## src/rtl/usb_desc_ctrl_if.sv

```systemverilog
`default_nettype none
// ============================================================================
// Module   : usb_desc_ctrl_if
// Brief    : Bundle that connects the GET_DESCRIPTOR engine to its
//            surroundings. It carries the request fields, the descriptor
//            map, the ROM read port, the IN data stream and the status
//            outputs.
// Revision : 1.0  initial release
// ============================================================================
interface usb_desc_ctrl_if;
    // request
    logic        i_req;
    logic [7:0]  i_desc_type;
    logic [7:0]  i_desc_idx;
    logic [15:0] i_wlength;
    logic        i_hs_mode;
    // descriptor map
    logic [15:0] i_dev_addr;
    logic [15:0] i_dev_len;
    logic [15:0] i_qual_addr;
    logic [15:0] i_qual_len;
    logic [15:0] i_fscfg_addr;
    logic [15:0] i_fscfg_len;
    logic [15:0] i_hscfg_addr;
    logic [15:0] i_hscfg_len;
    logic [15:0] i_oscfg_addr;
    logic [15:0] i_strlang_addr;
    logic [15:0] i_strvendor_addr;
    logic [15:0] i_strvendor_len;
    logic [15:0] i_strproduct_addr;
    logic [15:0] i_strproduct_len;
    logic [15:0] i_strserial_addr;
    logic [15:0] i_strserial_len;
    logic        i_have_strings;
    // descriptor ROM
    logic [15:0] o_descrom_raddr;
    logic [7:0]  i_descrom_rdat;
    // IN data stream
    logic        i_in_token;
    logic [7:0]  o_txdat;
    logic        o_txval;
    logic        i_txrdy;
    logic        o_txlast;
    logic        o_txzlp;
    // status / control
    logic        o_busy;
    logic        o_done;
    logic        o_stall;
    logic        i_abort;

    // descriptor engine side
    modport slave (
        input  i_req, i_desc_type, i_desc_idx, i_wlength, i_hs_mode,
        input  i_dev_addr, i_dev_len, i_qual_addr, i_qual_len,
        input  i_fscfg_addr, i_fscfg_len, i_hscfg_addr, i_hscfg_len,
        input  i_oscfg_addr, i_strlang_addr,
        input  i_strvendor_addr, i_strvendor_len,
        input  i_strproduct_addr, i_strproduct_len,
        input  i_strserial_addr, i_strserial_len, i_have_strings,
        output o_descrom_raddr,
        input  i_descrom_rdat,
        input  i_in_token,
        output o_txdat, o_txval, o_txlast, o_txzlp,
        input  i_txrdy,
        output o_busy, o_done, o_stall,
        input  i_abort
    );

    // control-endpoint / ROM side
    modport master (
        output i_req, i_desc_type, i_desc_idx, i_wlength, i_hs_mode,
        output i_dev_addr, i_dev_len, i_qual_addr, i_qual_len,
        output i_fscfg_addr, i_fscfg_len, i_hscfg_addr, i_hscfg_len,
        output i_oscfg_addr, i_strlang_addr,
        output i_strvendor_addr, i_strvendor_len,
        output i_strproduct_addr, i_strproduct_len,
        output i_strserial_addr, i_strserial_len, i_have_strings,
        input  o_descrom_raddr,
        output i_descrom_rdat,
        output i_in_token,
        input  o_txdat, o_txval, o_txlast, o_txzlp,
        output i_txrdy,
        input  o_busy, o_done, o_stall,
        output i_abort
    );
endinterface
`default_nettype wire

```

## src/rtl/usb_desc_ctrl.sv

```systemverilog
`default_nettype none
// ============================================================================
// Module   : usb_desc_ctrl
// Brief    : EP0 GET_DESCRIPTOR engine. Looks up a descriptor in the map,
//            clips it to wLength and streams it from the descriptor ROM in
//            MAXPKT-sized IN packets, adding a ZLP when the host must be
//            told that a short transfer ended on a packet boundary.
// Revision : 1.0  initial release
// ============================================================================
module usb_desc_ctrl #(
    parameter int MAXPKT = 64
) (
    input  wire             CLK,
    input  wire             RESETN,
    usb_desc_ctrl_if.slave  bus
);

    localparam logic [15:0] c_maxpkt   = 16'(MAXPKT);
    localparam logic [15:0] c_pkt_mask = 16'(MAXPKT - 1);
    localparam logic [15:0] c_lang_len = 16'd4;

    typedef enum logic [2:0] {
        S_IDLE    = 3'd0,
        S_LOOKUP  = 3'd1,
        S_WAIT_IN = 3'd2,
        S_SEND    = 3'd3,
        S_ZLP     = 3'd4,
        S_DONE    = 3'd5,
        S_STALL   = 3'd6
    } state_t;

    // ------------------------------------------------------------------
    // reset synchroniser: asserts immediately, releases after two edges
    // ------------------------------------------------------------------
    logic [1:0] r_rst_sync;
    logic       w_rst_n;

    // two-flop release chain for the internal reset
    always_ff @(posedge CLK or negedge RESETN) begin
        if (!RESETN) begin
            r_rst_sync <= 2'b00;
        end else begin
            r_rst_sync <= {r_rst_sync[0], 1'b1};
        end
    end

    assign w_rst_n = r_rst_sync[1];

    // ------------------------------------------------------------------
    // state and datapath registers
    // ------------------------------------------------------------------
    state_t      r_state;
    state_t      w_state_nxt;
    logic [7:0]  r_type;
    logic [7:0]  r_idx;
    logic [15:0] r_wlength;
    logic [15:0] r_base;
    logic [15:0] r_total;
    logic [15:0] r_remaining;
    logic [15:0] r_offset;
    logic [15:0] r_pkt_left;

    // lookup results
    logic [15:0] w_sel_base;
    logic [15:0] w_sel_len;
    logic        w_sel_ok;
    logic [15:0] w_total;
    logic [15:0] w_pkt;
    logic        w_fire;
    logic        w_zlp_due;

    // descriptor map decode from the latched request fields
    always_comb begin
        w_sel_base = 16'd0;
        w_sel_len  = 16'd0;
        w_sel_ok   = 1'b0;
        case (r_type)
            8'h01: begin
                w_sel_base = bus.i_dev_addr;
                w_sel_len  = bus.i_dev_len;
                w_sel_ok   = 1'b1;
            end
            8'h06: begin
                w_sel_base = bus.i_qual_addr;
                w_sel_len  = bus.i_qual_len;
                w_sel_ok   = 1'b1;
            end
            8'h02: begin
                w_sel_base = bus.i_hs_mode ? bus.i_hscfg_addr : bus.i_fscfg_addr;
                w_sel_len  = bus.i_hs_mode ? bus.i_hscfg_len  : bus.i_fscfg_len;
                w_sel_ok   = 1'b1;
            end
            8'h07: begin
                // other-speed configuration: the config of the speed we are not running at
                w_sel_base = bus.i_hs_mode ? bus.i_fscfg_addr : bus.i_hscfg_addr;
                w_sel_len  = bus.i_hs_mode ? bus.i_fscfg_len  : bus.i_hscfg_len;
                w_sel_ok   = 1'b1;
            end
            8'h03: begin
                if (bus.i_have_strings) begin
                    case (r_idx)
                        8'd0: begin
                            w_sel_base = bus.i_strlang_addr;
                            w_sel_len  = c_lang_len;
                            w_sel_ok   = 1'b1;
                        end
                        8'd1: begin
                            w_sel_base = bus.i_strvendor_addr;
                            w_sel_len  = bus.i_strvendor_len;
                            w_sel_ok   = 1'b1;
                        end
                        8'd2: begin
                            w_sel_base = bus.i_strproduct_addr;
                            w_sel_len  = bus.i_strproduct_len;
                            w_sel_ok   = 1'b1;
                        end
                        8'd3: begin
                            w_sel_base = bus.i_strserial_addr;
                            w_sel_len  = bus.i_strserial_len;
                            w_sel_ok   = 1'b1;
                        end
                        default: w_sel_ok = 1'b0;
                    endcase
                end
            end
            default: w_sel_ok = 1'b0;
        endcase
    end

    assign w_total   = (w_sel_len < r_wlength) ? w_sel_len : r_wlength;
    assign w_pkt     = (r_remaining < c_maxpkt) ? r_remaining : c_maxpkt;
    assign w_fire    = (r_state == S_SEND) && bus.i_txrdy;
    // a short-but-aligned transfer needs an explicit zero-length terminator
    assign w_zlp_due = ((r_total & c_pkt_mask) == 16'd0) && (r_total < r_wlength);

    // state register
    always_ff @(posedge CLK or negedge w_rst_n) begin
        if (!w_rst_n) begin
            r_state <= S_IDLE;
        end else begin
            r_state <= w_state_nxt;
        end
    end

    // next-state decode; abort overrides every other event
    always_comb begin
        w_state_nxt = r_state;
        if (bus.i_abort) begin
            w_state_nxt = S_IDLE;
        end else begin
            case (r_state)
                S_IDLE: begin
                    if (bus.i_req) w_state_nxt = S_LOOKUP;
                end
                S_LOOKUP: begin
                    if (!w_sel_ok || (w_sel_len == 16'd0)) w_state_nxt = S_STALL;
                    else if (w_total == 16'd0)             w_state_nxt = S_DONE;
                    else                                    w_state_nxt = S_WAIT_IN;
                end
                S_WAIT_IN: begin
                    if (bus.i_in_token) w_state_nxt = S_SEND;
                end
                S_SEND: begin
                    if (w_fire && (r_pkt_left == 16'd1)) begin
                        if (r_remaining != 16'd1) w_state_nxt = S_WAIT_IN;
                        else if (w_zlp_due)       w_state_nxt = S_ZLP;
                        else                      w_state_nxt = S_DONE;
                    end
                end
                S_ZLP: begin
                    if (bus.i_in_token) w_state_nxt = S_DONE;
                end
                S_DONE: begin
                    w_state_nxt = S_IDLE;
                end
                S_STALL: begin
                    // a fresh request is the host's way out of a stall
                    if (bus.i_req) w_state_nxt = S_LOOKUP;
                end
                default: w_state_nxt = S_IDLE;
            endcase
        end
    end

    // request latch, lookup capture and byte/packet counters
    always_ff @(posedge CLK or negedge w_rst_n) begin
        if (!w_rst_n) begin
            r_type      <= 8'd0;
            r_idx       <= 8'd0;
            r_wlength   <= 16'd0;
            r_base      <= 16'd0;
            r_total     <= 16'd0;
            r_remaining <= 16'd0;
            r_offset    <= 16'd0;
            r_pkt_left  <= 16'd0;
        end else if (bus.i_abort) begin
            r_total     <= 16'd0;
            r_remaining <= 16'd0;
            r_offset    <= 16'd0;
            r_pkt_left  <= 16'd0;
        end else begin
            case (r_state)
                S_IDLE, S_STALL: begin
                    if (bus.i_req) begin
                        r_type    <= bus.i_desc_type;
                        r_idx     <= bus.i_desc_idx;
                        r_wlength <= bus.i_wlength;
                    end
                end
                S_LOOKUP: begin
                    r_base      <= w_sel_base;
                    r_total     <= w_total;
                    r_remaining <= w_total;
                    r_offset    <= 16'd0;
                end
                S_WAIT_IN: begin
                    if (bus.i_in_token) r_pkt_left <= w_pkt;
                end
                S_SEND: begin
                    if (w_fire) begin
                        r_offset    <= r_offset + 16'd1;
                        r_remaining <= r_remaining - 16'd1;
                        r_pkt_left  <= r_pkt_left - 16'd1;
                    end
                end
                default: ;
            endcase
        end
    end

    // ------------------------------------------------------------------
    // outputs: decoded from state so reset drives them all to zero
    // ------------------------------------------------------------------
    logic w_sending;
    assign w_sending = (r_state == S_SEND) && !bus.i_abort;

    // address is held for the whole byte so ROM data stays stable under backpressure
    assign bus.o_descrom_raddr = (r_state == S_SEND) ? (r_base + r_offset) : 16'd0;
    assign bus.o_txdat  = !w_sending                                  ? 8'h00 :
                          ((r_type == 8'h07) && (r_offset == 16'd1))  ? 8'h07 :
                                                                        bus.i_descrom_rdat;
    assign bus.o_txval  = w_sending;
    assign bus.o_txlast = w_sending && (r_pkt_left == 16'd1);
    assign bus.o_txzlp  = (r_state == S_ZLP) && bus.i_in_token && !bus.i_abort;
    assign bus.o_busy   = (r_state != S_IDLE);
    assign bus.o_done   = (r_state == S_DONE) && !bus.i_abort;
    assign bus.o_stall  = (r_state == S_STALL);

endmodule
`default_nettype wire
```

## src/flat_wrapper.sv

```systemverilog
// flat-port wrapper written by rule: the top's interface ports become plain ports
module usb_desc_ctrl_flat 
#(
    parameter int MAXPKT = 64
)
  (CLK, RESETN, bus_i_req, bus_i_desc_type, bus_i_desc_idx, bus_i_wlength, bus_i_hs_mode, bus_i_dev_addr, bus_i_dev_len, bus_i_qual_addr, bus_i_qual_len, bus_i_fscfg_addr, bus_i_fscfg_len, bus_i_hscfg_addr, bus_i_hscfg_len, bus_i_oscfg_addr, bus_i_strlang_addr, bus_i_strvendor_addr, bus_i_strvendor_len, bus_i_strproduct_addr, bus_i_strproduct_len, bus_i_strserial_addr, bus_i_strserial_len, bus_i_have_strings, bus_o_descrom_raddr, bus_i_descrom_rdat, bus_i_in_token, bus_o_txdat, bus_o_txval, bus_o_txlast, bus_o_txzlp, bus_i_txrdy, bus_o_busy, bus_o_done, bus_o_stall, bus_i_abort);
  usb_desc_ctrl_if bus_i ();
  input  wire CLK;
  input  wire RESETN;
  input wire logic [$bits(bus_i.i_req)-1:0] bus_i_req;
  input wire logic [$bits(bus_i.i_desc_type)-1:0] bus_i_desc_type;
  input wire logic [$bits(bus_i.i_desc_idx)-1:0] bus_i_desc_idx;
  input wire logic [$bits(bus_i.i_wlength)-1:0] bus_i_wlength;
  input wire logic [$bits(bus_i.i_hs_mode)-1:0] bus_i_hs_mode;
  input wire logic [$bits(bus_i.i_dev_addr)-1:0] bus_i_dev_addr;
  input wire logic [$bits(bus_i.i_dev_len)-1:0] bus_i_dev_len;
  input wire logic [$bits(bus_i.i_qual_addr)-1:0] bus_i_qual_addr;
  input wire logic [$bits(bus_i.i_qual_len)-1:0] bus_i_qual_len;
  input wire logic [$bits(bus_i.i_fscfg_addr)-1:0] bus_i_fscfg_addr;
  input wire logic [$bits(bus_i.i_fscfg_len)-1:0] bus_i_fscfg_len;
  input wire logic [$bits(bus_i.i_hscfg_addr)-1:0] bus_i_hscfg_addr;
  input wire logic [$bits(bus_i.i_hscfg_len)-1:0] bus_i_hscfg_len;
  input wire logic [$bits(bus_i.i_oscfg_addr)-1:0] bus_i_oscfg_addr;
  input wire logic [$bits(bus_i.i_strlang_addr)-1:0] bus_i_strlang_addr;
  input wire logic [$bits(bus_i.i_strvendor_addr)-1:0] bus_i_strvendor_addr;
  input wire logic [$bits(bus_i.i_strvendor_len)-1:0] bus_i_strvendor_len;
  input wire logic [$bits(bus_i.i_strproduct_addr)-1:0] bus_i_strproduct_addr;
  input wire logic [$bits(bus_i.i_strproduct_len)-1:0] bus_i_strproduct_len;
  input wire logic [$bits(bus_i.i_strserial_addr)-1:0] bus_i_strserial_addr;
  input wire logic [$bits(bus_i.i_strserial_len)-1:0] bus_i_strserial_len;
  input wire logic [$bits(bus_i.i_have_strings)-1:0] bus_i_have_strings;
  output wire logic [$bits(bus_i.o_descrom_raddr)-1:0] bus_o_descrom_raddr;
  input wire logic [$bits(bus_i.i_descrom_rdat)-1:0] bus_i_descrom_rdat;
  input wire logic [$bits(bus_i.i_in_token)-1:0] bus_i_in_token;
  output wire logic [$bits(bus_i.o_txdat)-1:0] bus_o_txdat;
  output wire logic [$bits(bus_i.o_txval)-1:0] bus_o_txval;
  output wire logic [$bits(bus_i.o_txlast)-1:0] bus_o_txlast;
  output wire logic [$bits(bus_i.o_txzlp)-1:0] bus_o_txzlp;
  input wire logic [$bits(bus_i.i_txrdy)-1:0] bus_i_txrdy;
  output wire logic [$bits(bus_i.o_busy)-1:0] bus_o_busy;
  output wire logic [$bits(bus_i.o_done)-1:0] bus_o_done;
  output wire logic [$bits(bus_i.o_stall)-1:0] bus_o_stall;
  input wire logic [$bits(bus_i.i_abort)-1:0] bus_i_abort;
  assign bus_i.i_req = bus_i_req;
  assign bus_i.i_desc_type = bus_i_desc_type;
  assign bus_i.i_desc_idx = bus_i_desc_idx;
  assign bus_i.i_wlength = bus_i_wlength;
  assign bus_i.i_hs_mode = bus_i_hs_mode;
  assign bus_i.i_dev_addr = bus_i_dev_addr;
  assign bus_i.i_dev_len = bus_i_dev_len;
  assign bus_i.i_qual_addr = bus_i_qual_addr;
  assign bus_i.i_qual_len = bus_i_qual_len;
  assign bus_i.i_fscfg_addr = bus_i_fscfg_addr;
  assign bus_i.i_fscfg_len = bus_i_fscfg_len;
  assign bus_i.i_hscfg_addr = bus_i_hscfg_addr;
  assign bus_i.i_hscfg_len = bus_i_hscfg_len;
  assign bus_i.i_oscfg_addr = bus_i_oscfg_addr;
  assign bus_i.i_strlang_addr = bus_i_strlang_addr;
  assign bus_i.i_strvendor_addr = bus_i_strvendor_addr;
  assign bus_i.i_strvendor_len = bus_i_strvendor_len;
  assign bus_i.i_strproduct_addr = bus_i_strproduct_addr;
  assign bus_i.i_strproduct_len = bus_i_strproduct_len;
  assign bus_i.i_strserial_addr = bus_i_strserial_addr;
  assign bus_i.i_strserial_len = bus_i_strserial_len;
  assign bus_i.i_have_strings = bus_i_have_strings;
  assign bus_o_descrom_raddr = bus_i.o_descrom_raddr;
  assign bus_i.i_descrom_rdat = bus_i_descrom_rdat;
  assign bus_i.i_in_token = bus_i_in_token;
  assign bus_o_txdat = bus_i.o_txdat;
  assign bus_o_txval = bus_i.o_txval;
  assign bus_o_txlast = bus_i.o_txlast;
  assign bus_o_txzlp = bus_i.o_txzlp;
  assign bus_i.i_txrdy = bus_i_txrdy;
  assign bus_o_busy = bus_i.o_busy;
  assign bus_o_done = bus_i.o_done;
  assign bus_o_stall = bus_i.o_stall;
  assign bus_i.i_abort = bus_i_abort;
  usb_desc_ctrl #(.MAXPKT(MAXPKT)) u_core (.CLK(CLK), .RESETN(RESETN), .bus(bus_i));
endmodule
```

## config.mk

```make
export PLATFORM = sky130hd
export DESIGN_NAME = usb_desc_ctrl_flat
export DESIGN_NICKNAME = d
export VERILOG_FILES = /design/src/rtl/usb_desc_ctrl_if.sv /design/src/rtl/usb_desc_ctrl.sv /design/src/flat_wrapper.sv
export SDC_FILE = /design/constraint.sdc
export NUM_CORES = 1
export LEC_CHECK = 0
export CAP_MARGIN = 20
export CORE_AREA = 2 2 142 144
export CTS_CLUSTER_DIAMETER = 100
export CTS_CLUSTER_SIZE = 25
export DETAILED_ROUTE_END_ITERATION = 10
export DIE_AREA = 0 0 144 146
export PLACE_DENSITY = 0.87
export RECOVER_POWER = 100
export SLEW_MARGIN = 25
export SYNTH_ARGS = -nofsm -noshare
export SYNTH_HDL_FRONTEND = slang
export SYNTH_SLANG_ARGS = --single-unit
```

## constraint.sdc

```tcl
create_clock -name CLK -period 6.7 [get_ports CLK]
set_input_delay 1.34 -clock CLK [delete_from_list [all_inputs] [get_ports CLK]]
set_output_delay 1.34 -clock CLK [all_outputs]
set_load 0.05 [all_outputs]
```

# Word level (Yosys, flattened, before mapping)
# Index checks and enable logic that the tools add are counted.
# op_classes
n_addsub,4
n_lt_le_gt_ge,3
eq_ne,22
muxes,40
n_bitwise,1
reduce_logical,29
# op_table
op,count
16-bit two-way mux,18
16-bit case mux with 5 select lines,2
16-bit case mux with 4 select lines,2
16-bit case mux with 2 select lines,3
16-bit logical NOT,3
16-bit by 1-bit equality test with 1-bit output (second input constant),2
8-bit by 2-bit equality test with 1-bit output (second input constant),4
16-bit less-than comparator,2
16-bit by 1-bit subtractor with 16-bit output (second input constant),2
3-bit two-way mux,8
16-bit by 1-bit adder with 16-bit output (second input constant),1
16-bit adder,1
8-bit by 1-bit equality test with 1-bit output (second input constant),2
8-bit by 3-bit equality test with 1-bit output (second input constant),2
16-bit by 7-bit less-than comparator with 1-bit output (second input constant),1
8-bit two-way mux,2
16-bit by 1-bit != test with 1-bit output (second input constant),1
3-bit case mux with 5 select lines,1
3-bit equality test (second input constant),3
1-bit logical AND,9
3-bit != test (second input constant),3
3-bit nonzero test,3
8-bit logical NOT,1
4-bit OR reduction,2
15 further kinds,21
# totals
register_bits,117
input_bits,304

# Depth between registers and ports, before layout
# logic_depth
depth_word,11
depth_mapped,18

# Worst setup path before layout
# No wires, ideal clock.
# synth_path
path_type,in2reg
start,input port bus_i_hs_mode
end,register u_core.r_remaining[0]
t_arrival_ns,4.518
required_ns,6.555
setup_slack_ns,2.038
path_stages,18
n_path_buf,6
cell_sequence,buf_6 buf_2 buf_2 buf_2 mux2i_1 a211oi_1 a211oi_1 inv_1 ha_1 nand4_1 nor2_1 a21oi_1 o211a_1 clkbuf_1 clkbuf_1 nand4b_1 o311ai_1 o221ai_1
# synth_via
elab_chain_cells,6
word_cells_on_any_way,7
cone_classes,order compare: 1; mux: 6
# synth_lines
item,line_no,text
"start, declared",flat_wrapper.sv:14,input wire logic [$bits(bus_i.i_hs_mode)-1:0] bus_i_hs_mode;
"16-bit two-way mux, on equally long branches","usb_desc_ctrl.sv:96, usb_desc_ctrl.sv:90",
16-bit case mux with 5 select lines *,usb_desc_ctrl.sv:77,case (r_type)
16-bit less-than comparator,usb_desc_ctrl.sv:130,assign w_total = (w_sel_len < r_wlength) ? w_sel_len : r_wlength;
16-bit two-way mux *,usb_desc_ctrl.sv:130,
16-bit case mux with 2 select lines *,usb_desc_ctrl.sv:202,case (r_state)
16-bit two-way mux *,usb_desc_ctrl.sv:196,end else if (bus.i_abort) begin
"end signal, assigned",usb_desc_ctrl.sv:213,r_remaining <= w_total;
"end signal, assigned",usb_desc_ctrl.sv:222,r_remaining <= r_remaining - 16'd1;
"end, declared",usb_desc_ctrl.sv:59,logic [15:0] r_remaining;
# Every way passes the cells marked *; elsewhere a longest branch is shown, timed or not.
# A chain may end at the register's enable or synchronous reset.

# Worst setup path in the final report
# layout_path
start,input port bus_i_have_strings
end,register u_core.r_remaining[0]
# layout_via
elab_chain_cells,6
# layout_lines
item,line_no,text
"start, declared",flat_wrapper.sv:31,input wire logic [$bits(bus_i.i_have_strings)-1:0] bus_i_have_strings;
16-bit two-way mux *,usb_desc_ctrl.sv:100,if (bus.i_have_strings) begin
16-bit case mux with 5 select lines *,usb_desc_ctrl.sv:77,
16-bit less-than comparator,usb_desc_ctrl.sv:130,
16-bit two-way mux *,usb_desc_ctrl.sv:130,
16-bit case mux with 2 select lines *,usb_desc_ctrl.sv:202,
16-bit two-way mux *,usb_desc_ctrl.sv:196,
# Marks and branches as above.

==> impl_metrics.yaml <==
run_status:
  status: "finished with violations"
  violations: "capacitance limit, slew limit"
cells_and_area:
  fin_nets: 1806
  stdcell_count: 1727
  layout-drive-gt1-share_pct: 7.66
  n_fill_cell: 1498
  final_core_util_pct: 70.9
  diodes: 0
  syn_to_final_growth_pct: 40.8
drt:
  drc_errors: 0
  drtPass1Iterations: 6
  vias: 11100
  via_per_inst: 6.43
  wl_mm: 39.7
  ant_nets: 0
  drt-wirelength-per-cell_um: 23.0
  drt-initial-drc-count: 1290
clock_network:
  clockRootBuffer: "clkbuf_16"
  cts_hold_buf: 0
  cts_setup_buffers: 0
  clk_pin_slew_ns: 0.05
  clk-insertion-delay-late_ns: 0.42
  clockBufferDepth: 2
  cts_resized: 0
  cts_inserted_buffers: 17
  cts_sinks: 117
  tritoncts: "done"
  cts_max_level: 4
global_route:
  grt-ovfl-total: 0
  track_usage_pct: 37.4
  grt_pass1_vias: 10600
  grt_pass1_wl_mm: 60.1
  grt_max_degree: 62
  antenna_found_initial: 2
critical_path:
  cp.arrival_ns: 6.08
  required_ns: 6.97
  r2r_slack_ns: 1.17
  path_class: "in2reg"
  cp-start-kind: "input port"
  critical_path_peak_fanout: 21
  critPathCaptureType: "flop"
pwr:
  vdd_drop_max_mv: 0.253
  power_density_mw_per_mm2: 306
  leakage_nw: 5.74
timing:
  rsz0062_at_grt: "false"
  finalSetupViolCount: 0
  finClkSkew_ns: 0.00944
  relSlewSlack_pct: -102
  tns_ns: 0
  hold_viol: 0
  max_freq_ghz: 0.172
  fin_crit_sh_pct: 86.8
  min_period_ns: 5.81
  drv_slew: 118
  worst_pin_slew_ns: 3.02
  whs_ns: 0.355
floorplan:
  dieArea_sq_mm: 0.0210
  die_x_um: 144
  core-area_sq_mm: 0.0193
  start_util_pct: 50.4
  rows: 51
  io_pins: 334
  die_h_um: 146
logic_synthesis:
  yosysMostFrequentCell: "dfrtp_1"
  seq_area_frac_synth_pct: 30.1
  synth-edff-count: 0
  syn_nets: 1518
  ys_top_cells_by_area: "dfrtp_1 30%, ha_1 6.6%, a21oi_1 5.6%"
  synth_top_area_cell: "dfrtp_1"
  postSynthCellCount: 1162
  synthFlopType: "dfrtp_1"
  synthArstFlopShare_pct: 100
  yosys_warnings: 0
  synth_cell_types: 73
  synth_top_area_share_pct: 30.1
  syn-cell-area_sq_mm: 0.00974
  ys_ff_latch: 117
  synth_commonest_cells: "117 x dfrtp_1, 112 x nand2_1, 109 x a21oi_1"
  synth.avg_cell_area_sq_um: 8.38
worst_hold_path:
  hold_path_class: "reg2reg"
placed_design:
  port_buffers: 317
  dpl.hpwl_mm: 31.1
  place.gp.congestion: 1.00
  dp.cells: 1696
run:
  cap_violations: 2
==> worst max-delay path, cell delays in order <==
cell           delay (ns)
dlygate4sd3_1        0.52
nor4b_1              0.68
nand4_1              0.28
nor2_1               0.16
buf_4                0.28
a221o_1              0.29
ha_1                 0.18
nand4_1              0.21
a2111oi_0            0.47
o31ai_2              0.13
clkbuf_1             0.43
and2_0               0.39
buf_4                0.23
o311ai_0             0.30
o221ai_1             0.18
==> power breakdown <==
part | switching [mW] | leakage, nW | total (mW) | internal (mW)
sequential | 0.243 | 1.56 | 1.12 | 0.878
clock | 0.335 | 0.286 | 0.963 | 0.629
combinational | 1.26 | 3.89 | 2.11 | 0.852
==> final timing paths <==
check	startpoint	to	depth (start not counted)
setup / recovery	bus_i_have_strings	u_core.r_remaining[0]	15
setup reg to reg	u_core.r_type[3]	u_core.r_remaining[0]	13
hold / removal	u_core.r_rst_sync[0]	u_core.r_rst_sync[1]	0
max in group asynchronous	u_core.r_rst_sync[1]	u_core.r_total[15]	1
hold reg to reg	u_core.r_rst_sync[0]	u_core.r_rst_sync[1]	0
min in group asynchronous	u_core.r_rst_sync[1]	u_core.r_pkt_left[10]	0
==> state kept, by name, indices dropped and copies added (netlist names) <==
signal,flops
u_core.r_remaining,16
u_core.r_total,16
u_core.r_type,8
u_core.r_rst_sync,2
u_core.r_wlength,16
u_core.r_base,16
u_core.r_offset,16
u_core.r_idx,8
u_core.r_state,3
u_core.r_pkt_left,16
==> final cells by class <==
| cell class | count | area [sq um] | area share, % |
|---|---|---|---|
| Multi-Input combinational cell | 934 | 6360 | 46.4 |
| Timing Repair Buffer | 342 | 3340 | 24.3 |
| Sequential cell | 117 | 2930 | 21.4 |
| Clock buffer | 22 | 454 | 3.31 |
| Tap cell | 265 | 332 | 2.42 |
| Clock inverter | 9 | 153 | 1.11 |
| Inverter | 38 | 143 | 1.04 |
==> layer usage <==
layer | wire length [um] | part of all wire, % | track usage (%) | vias to the layer above
met5 | 0 | 0 | 0 | -
met4 | 1170 | 2.9 | 10.9 | 0
met3 | 4020 | 10 | 7.70 | 93
met2 | 18400 | 46 | 59.3 | 731
met1 | 16100 | 41 | 51.6 | 5295
li1 | - | - | - | 4994
==> stage by stage <==
| stage | area [sq um] | total power [mW] | worst slack [ns] |
|---|---|---|---|
| after floorplan | 9740 | 2.46 | 2.04 |
| after global placement | 13100 | 3.11 | 1.16 |
| after detailed placement | 13100 | 3.17 | 1.06 |
| after CTS | 13700 | 4.15 | 1.37 |
| after global routing | 13700 | 4.41 | 0.637 |
| final | 13700 | 4.19 | 0.885 |
==> cells in the final DEF, fill, tap and decap left out, types with 16 or more instances in the layout <==
cell type,count
clkbuf_16,17
mux2i_1,24
a22o_1,20
mux2_2,34
mux4_2,16
xor2_1,17
a221oi_1,17
dfrtp_1,117
clkdlybuf4s50_1,284
inv_1,36
nand4_1,17
ha_1,51
a21oi_1,109
nand3_1,21
nor2_1,88
nor3_1,32
dlygate4sd3_1,32
buf_4,20
a22oi_1,28
nand2_1,112
o21ai_0,113
a211oi_1,27
==> cell families (layout without fill, tap and decap cells) <==
| group | Yosys count | in the layout | share of synthesized area (%) |
|---|---|---|---|
| AO/OA/AOI/OAI | 404 | 404 | 26.6 |
| AND/OR/NAND/NOR | 377 | 377 | 19.2 |
| flip-flops | 117 | 117 | 30.1 |
| buffers and inverters | 111 | 411 | 4.72 |
| multiplexers | 78 | 78 | 10.6 |
| adder cells (fa/ha/maj) | 52 | 52 | 6.76 |
| XOR/XNOR | 22 | 22 | 1.98 |
| other | 1 | 1 | 0.0385 |
No activity file was read; power rests on OpenSTA's default activity.
